$ cat config.mk
export PLATFORM = sky130hd
export DESIGN_NAME = vnu_param
export DESIGN_NICKNAME = d
export VERILOG_FILES = /design/src/rtl/vnu_param.sv
export SDC_FILE = /design/constraint.sdc
export NUM_CORES = 1
export LEC_CHECK = 0
export CORE_MARGIN = 2
export CORE_UTILIZATION = 50
export CTS_CLUSTER_DIAMETER = 200
export DETAILED_ROUTE_END_ITERATION = 10
export PLACE_DENSITY = 0.75
export SYNTH_ARGS = -nofsm -noshare
export SYNTH_HDL_FRONTEND = slang
export SYNTH_SLANG_ARGS = --single-unit
$ cat constraint.sdc
create_clock -name clk -period 6.85 [get_ports clk]
set_input_delay 0.685 -clock clk [delete_from_list [all_inputs] [get_ports clk]]
set_output_delay 0.685 -clock clk [all_outputs]
set_load 0.01 [all_outputs]
$ cat src/rtl/vnu_param.sv
// vnu_param: LDPC min-sum variable node unit.
// Stage 1 sums the intrinsic LLR and the incoming messages.
// Stage 2 forms the extrinsic messages, saturates them and takes the hard decision.

// One extrinsic lane. It computes E = T - X, converts E to sign-magnitude
// with clipping, and registers the result.
module vnu_lane #(
    parameter int SUM_W = 8,
    parameter int OUT_W = 6
) (
    input  logic             clk,
    input  logic             rst,
    input  logic             en,
    input  logic [SUM_W-1:0] t_i,
    input  logic [SUM_W-1:0] x_i,
    output logic [OUT_W-1:0] y_o,
    output logic             sat_o
);
    // The compare width is wide enough for both the magnitude and the clip limit.
    localparam int CW = (SUM_W > OUT_W) ? SUM_W : OUT_W;
    localparam logic [CW-1:0] MAXM = CW'({(OUT_W-1){1'b1}});

    logic [SUM_W-1:0] e;
    logic [SUM_W-1:0] mag;
    logic [CW-1:0]    mag_ext;
    logic [CW-1:0]    mag_clip;
    logic             clip;
    logic [OUT_W-1:0] y_d;
    logic [OUT_W-1:0] y_q;
    logic             sat_q;

    // The range of T - X cannot overflow SUM_W, so the most negative value never occurs.
    assign e        = t_i - x_i;
    assign mag      = e[SUM_W-1] ? (SUM_W'(0) - e) : e;
    assign mag_ext  = CW'(mag);
    assign clip     = (mag_ext > MAXM);
    assign mag_clip = clip ? MAXM : mag_ext;
    // A negative E always has a nonzero magnitude, so a zero result keeps sign 0.
    assign y_d      = {e[SUM_W-1], mag_clip[OUT_W-2:0]};

    // Output register. It loads on every enabled cycle, independent of valid.
    always_ff @(posedge clk) begin
        if (rst) begin
            y_q   <= '0;
            sat_q <= 1'b0;
        end else if (en) begin
            y_q   <= y_d;
            sat_q <= clip;
        end
    end

    assign y_o   = y_q;
    assign sat_o = sat_q;
endmodule

module vnu_param #(
    parameter int DV    = 3,
    parameter int MSG_W = 5,
    parameter int LLR_W = 5,
    parameter int OUT_W = 6
) (
    input  logic                  clk,
    input  logic                  rst,
    input  logic                  en,
    input  logic                  in_valid,
    input  logic                  first_iter,
    input  logic [DV*MSG_W-1:0]   X,
    input  logic [LLR_W-1:0]      Z,
    output logic                  out_valid,
    output logic [DV*OUT_W-1:0]   Y,
    output logic                  hard_decision,
    output logic [DV-1:0]         sat
);
    localparam int IN_W  = (MSG_W > LLR_W) ? MSG_W : LLR_W;
    localparam int SUM_W = IN_W + $clog2(DV + 1) + 1;

    logic [DV-1:0][SUM_W-1:0] xm;
    logic [DV-1:0][SUM_W-1:0] xc;
    logic [SUM_W-1:0]         zm;
    logic [SUM_W-1:0]         zc;
    logic [SUM_W-1:0]         t_d;

    logic [DV-1:0][SUM_W-1:0] xs_q;
    logic [SUM_W-1:0]         t_q;
    logic                     v1_q;
    logic                     out_valid_q;
    logic                     hd_q;
    logic [DV-1:0][OUT_W-1:0] y_w;

    // Convert sign-magnitude to two's complement. Negative zero becomes 0.
    // In the first iteration the check messages do not exist yet, so they are forced to 0.
    assign zm = SUM_W'(Z[LLR_W-2:0]);
    assign zc = Z[LLR_W-1] ? (SUM_W'(0) - zm) : zm;

    for (genvar i = 0; i < DV; i++) begin : g_xc
        assign xm[i] = SUM_W'(X[i*MSG_W +: MSG_W-1]);
        assign xc[i] = first_iter ? '0
                     : (X[i*MSG_W + MSG_W-1] ? (SUM_W'(0) - xm[i]) : xm[i]);
    end

    // Posterior sum T = Z + sum(X_i).
    always_comb begin
        t_d = zc;
        for (int i = 0; i < DV; i++) t_d = t_d + xc[i];
    end

    // Stage 1 registers: posterior sum, converted messages and valid bit.
    always_ff @(posedge clk) begin
        if (rst) begin
            t_q  <= '0;
            xs_q <= '0;
            v1_q <= 1'b0;
        end else if (en) begin
            t_q  <= t_d;
            xs_q <= xc;
            v1_q <= in_valid;
        end
    end

    // Stage 2 registers shared by all lanes: output valid and hard decision.
    always_ff @(posedge clk) begin
        if (rst) begin
            out_valid_q <= 1'b0;
            hd_q        <= 1'b0;
        end else if (en) begin
            out_valid_q <= v1_q;
            hd_q        <= t_q[SUM_W-1];
        end
    end

    for (genvar i = 0; i < DV; i++) begin : g_lane
        vnu_lane #(.SUM_W(SUM_W), .OUT_W(OUT_W)) u_lane (
            .clk   (clk),
            .rst   (rst),
            .en    (en),
            .t_i   (t_q),
            .x_i   (xs_q[i]),
            .y_o   (y_w[i]),
            .sat_o (sat[i])
        );
    end

    assign Y             = y_w;
    assign out_valid     = out_valid_q;
    assign hard_decision = hd_q;
endmodule

# Word level (Yosys, flattened, before mapping)
# Index checks and enable logic that the tools add are counted.
[totals]
input_bits = 25
out_inout_bits = 23
register_bits = 56
word_cells = 42
[op_classes]
add_sub_neg = 13
muxes = 13
n_lt_le_gt_ge = 3
[ops]
columns = ["operator", "count"]
rows = [
  ["8-bit two-way mux", 10],
  ["8-bit adder", 3],
  ["8-bit by 5-bit greater-than comparator with 1-bit output, second input constant", 3],
  ["1-bit by 8-bit subtractor with 8-bit output, first input constant", 3],
  ["8-bit subtractor", 3],
  ["1-bit by 4-bit subtractor with 5-bit output, first input constant", 4],
  ["5-bit two-way mux", 3],
]

# Longest topological paths before layout
[logic_depth]
ltp_word = 6
mapped_depth = 17

# Hierarchy
# From an unflattened synthesis, not the netlist that was laid out.
[hier_totals]
hier_cells = 571
hier_area_um2 = 4526.8
[modules_own_cells]
columns = ["mod", "area_each_um2", "seq_area_each_um2", "instances", "cells_each"]
rows = [
  ["vnu_param", 1766.7, 520.5, 1, 203],
  ["vnu_lane at g_lane[2].u_lane", 923.4, 140.1, 1, 123],
  ["vnu_lane at g_lane[0].u_lane", 920.9, 140.1, 1, 123],
  ["vnu_lane at g_lane[1].u_lane", 915.9, 140.1, 1, 122],
]

# Worst setup path before layout
# OpenSTA, ideal clock, no wires.
[synth_timing]
kind = "in2reg"
from = "in first_iter"
to = "reg t_q[7]"
t_arrival_ps = 3560
setup_slack_ps = 3199
path_stages = 14
setup_ps = 91
t_required_ps = 6759
cell_sequence = "clkbuf_1 > clkbuf_1 > nor2_1 > fa_1 > inv_1 > fa_1 > inv_1 > ha_1 > fa_1 > a21oi_1 > nor2_1 > nor2_1 > o211ai_1 > a311oi_1"
[synth_rtl]
columns = ["item", "line_no", "source"]
rows = [
  ["start: declaration", "66", "input logic first_iter,"],
  ["end signal: assignment", "114", "t_q <= t_d;"],
  ["end: declaration", "84", "logic [SUM_W-1:0] t_q;"],
]

==> flow_summary.yaml <==
routing:
  dr.pass1.iters: 4
  vias_per_cell: 5.29
  ant_nets: 0
  wl_um: 7680
  num_vias: 3074
  detail_route.wl_per_cell_um: 13.2
  route.detailed.drc: 0
  drtIter0Drc: 72
logic_synthesis:
  synth.top_cell.area_share: 0.242
  ys_top_cells_by_area: "dfxtp_1, ha_1, mux2i_1"
  yosysSeqAreaShare: 0.242
  yosys-top-cells-count: "nor2_1, dfxtp_1, inv_1, ha_1, mux2i_1"
  syn_inst: 441
  synth_top_area_cell: "dfxtp_1"
  yosysMostFrequentCell: "nor2_1"
  synth-main-ff-cell: "dfxtp_1"
  ys_async_sr_fraction: 0
  ys_warn_count: 0
  synth_edf_count: 0
  syn-num-nets: 515
  syn_area_per_cell_um2: 8.81
  syn_area_um2: 3890
  ys_ff_latch: 47
  synth.distinct_cells: 51
die:
  fp.dieH_um: 92.2
  core_um2: 7650
  initial_utilization: 0.508
  rows: 32
  fp.dieW_um: 92.2
  ios: 48
  design.die.area_um2: 8490
sta:
  relSlewSlack: 0.451
  setup_viol: 0
  tns_ns: 0
  finalCritPeriodShare: 0.600
  final.setup.worst_slack_ns: 2.74
  clock_skew_ns: 0.00802
  rsz0062_at_grt: "no"
  fmax_ghz: 0.243
  period_needed_ns: 4.11
  finalMaxSlewViolations: 0
  worst_slew_pin_slew_ns: 0.824
  finalHoldViolCount: 0
clock_network:
  cts_setup_buffers: 0
  cts_root_buf: "clkbuf_8"
  cts_resized: 0
  cts_tree: "yes"
  clock_path_buffers: 2
  h-tree-depth: 2
  cts.sinks: 47
  hold_buffers: 0
  path_clk_slew_ns: 0.09
  clock_latency_ns: 0.30
  numCtsBuffers: 5
critical_path:
  worst-path-buf-inv: 4
  crit_start: "X[5]"
  required_ns: 7.09
  crit_family: "adder cells"
  regToRegSetupSlack_ns: 4.05
  r2r_start: "t_q[1]$_SDFFE_PP0P_"
  endpoint_kind: "flip-flop"
  r2r_end: "g_lane[1].u_lane.y_o[3]$_SDFFE_PP0P_"
  crit_fanout: 4
  critPathKind: "primary input to flip-flop"
  cp_slowest_stage_delay_ns: 0.56
  ff2ff_path_depth: 9
  path_cells: "clkdlybuf4s50_1, inv_1, ha_1, nor2b_1, xnor2_1, nor2_1, fa_1, inv_1, fa_1, inv_1, ha_1, a21o_1, a21oi_1, o21bai_1, a21oi_1, xnor2_1, mux2i_1, nor2_1"
  cp_common_cell: "inv_1"
  worst_setup_path_start_kind: "primary input"
  crit_slowest_cell: "fa_1"
  critPathArrivalTime_ns: 4.35
hold_path:
  whs_path_depth: 2
  hold_start: "g_lane[2].u_lane.y_o[5]$_SDFFE_PP0P_"
  hold_path.class: "flip-flop to flip-flop"
  whs_endpoint: "g_lane[2].u_lane.y_o[5]$_SDFFE_PP0P_"
grt:
  grt_pass1_wl_um: 13200
  antenna_found_initial: 0
  grt_max_degree: 72
  overflow: 0
  first_global_vias: 2950
  grt.total_usage: 0.190
place:
  portBuffers: 47
  dpl.hpwl_um: 6050
  gp_congestion: 0.841
  post-place-ws_ns: 2.41
layout:
  diodes: 0
  drive_gt1_frac: 0.0710
  area_growth_pct: 16.2
  fin_nets: 552
power_and_ir_drop:
  peakVddDrop_mv: 0.122
  power.density_nw_per_um2: 390
  p_leak_nw: 1.91
run:
  cap_viol_max_count: 0
run_status:
  status: "complete, no violations"
## cell usage in the layout, fill, tap and decap left out, drive strengths merged, types with 4 or more instances in the layout
| master | count |
|---|---|
| nor2 | 72 |
| dfxtp | 47 |
| clkdlybuf4s50 | 46 |
| inv | 40 |
| ha | 35 |
| mux2i | 29 |
| nand2b | 24 |
| xnor2 | 20 |
| a21oi | 20 |
| xor2 | 19 |
| a311oi | 16 |
| fa | 14 |
| nand2 | 12 |
| o21ai | 9 |
| clkbuf | 7 |
| nor2b | 5 |
| nor3 | 5 |
| or3 | 5 |
| o31ai | 4 |
| o21bai | 4 |
| and3 | 4 |
| a221oi | 4 |
| a211oi | 4 |
## how the worst max path moves through the flow
stage,slack (ns),endpoint,cells past startpoint
detailed placement,2.41,t_q[6]$_SDFFE_PP0P_,18
global placement,2.54,t_q[6]$_SDFFE_PP0P_,18
CTS,2.72,t_q[6]$_SDFFE_PP0P_,18
finish,2.74,t_q[6]$_SDFFE_PP0P_,18
floorplan,3.20,t_q[7]$_SDFFE_PP0P_,14
global route,2.45,t_q[7]$_SDFFE_PP0P_,16
## power breakdown
part           switching, W  total [W]  leakage, nW  internal [W]
Clock             0.0000947   0.000187       0.0505     0.0000919
Combinational      0.000628    0.00119         1.47      0.000559
Sequential        0.0000484   0.000386        0.388      0.000338
## layout make-up
cell class              count  area, µm²
fillers                   684       3130
clock inverters             1       7.51
clock buffers               7       96.3
multi-input cells         335       2710
inverters                  40        150
repair buffers             49        480
flip-flops and latches     47        941
well taps                 102        128
## stage by stage
step / std cells / hold WS, ns / instance area, µm² / utilization / power, W
after floorplan: 441 / 0.446 / 3890 / - / 0.00132
after global placement: 573 / 0.455 / 4410 / 0.577 / 0.00154
after detailed placement: 573 / 0.466 / 4410 / 0.577 / 0.00158
after CTS: 581 / 0.480 / 4520 / 0.590 / 0.00177
after global routing: 581 / 0.497 / 4520 / 0.590 / 0.00193
final: 581 / 0.478 / 4520 / 0.590 / 0.00176
## per-layer routing
metal  vias to the layer above  routed length, µm  GRT usage
li1                       1592                  -          -
met1                      1415               3820      0.247
met2                        59               3520      0.325
met3                         8                227     0.0238
met4                         0                107     0.0647
met5                         -                  0          0
## kinds of logic after synthesis
logic type,synth area share
XOR/XNOR,0.0937
buffers and inverters,0.0599
AND/OR/NAND/NOR,0.169
adder cells (fa/ha/maj),0.185
flip-flops,0.242
multiplexers,0.0844
AO/OA/AOI/OAI,0.166
## sequential cells by signal, indices dropped and copies added (netlist names)
signal               flops
hard_decision            1
out_valid                1
t_q                      8
v1_q                     1
g_lane.u_lane.sat_o      3
xs_q                    15
g_lane.u_lane.y_o       18
## worst reg2reg max path: stages (launching register included)
cell and delay, ns:
dfxtp_1 0.45, inv_1 0.18, fa_1 0.47, nand2b_1 0.15, a21oi_1 0.27, xor2_1 0.17, or3_1 0.37, mux2_2 0.30
o21ai_4 0.18, a311oi_1 0.11
No activity file was read; power rests on OpenSTA's default activity.
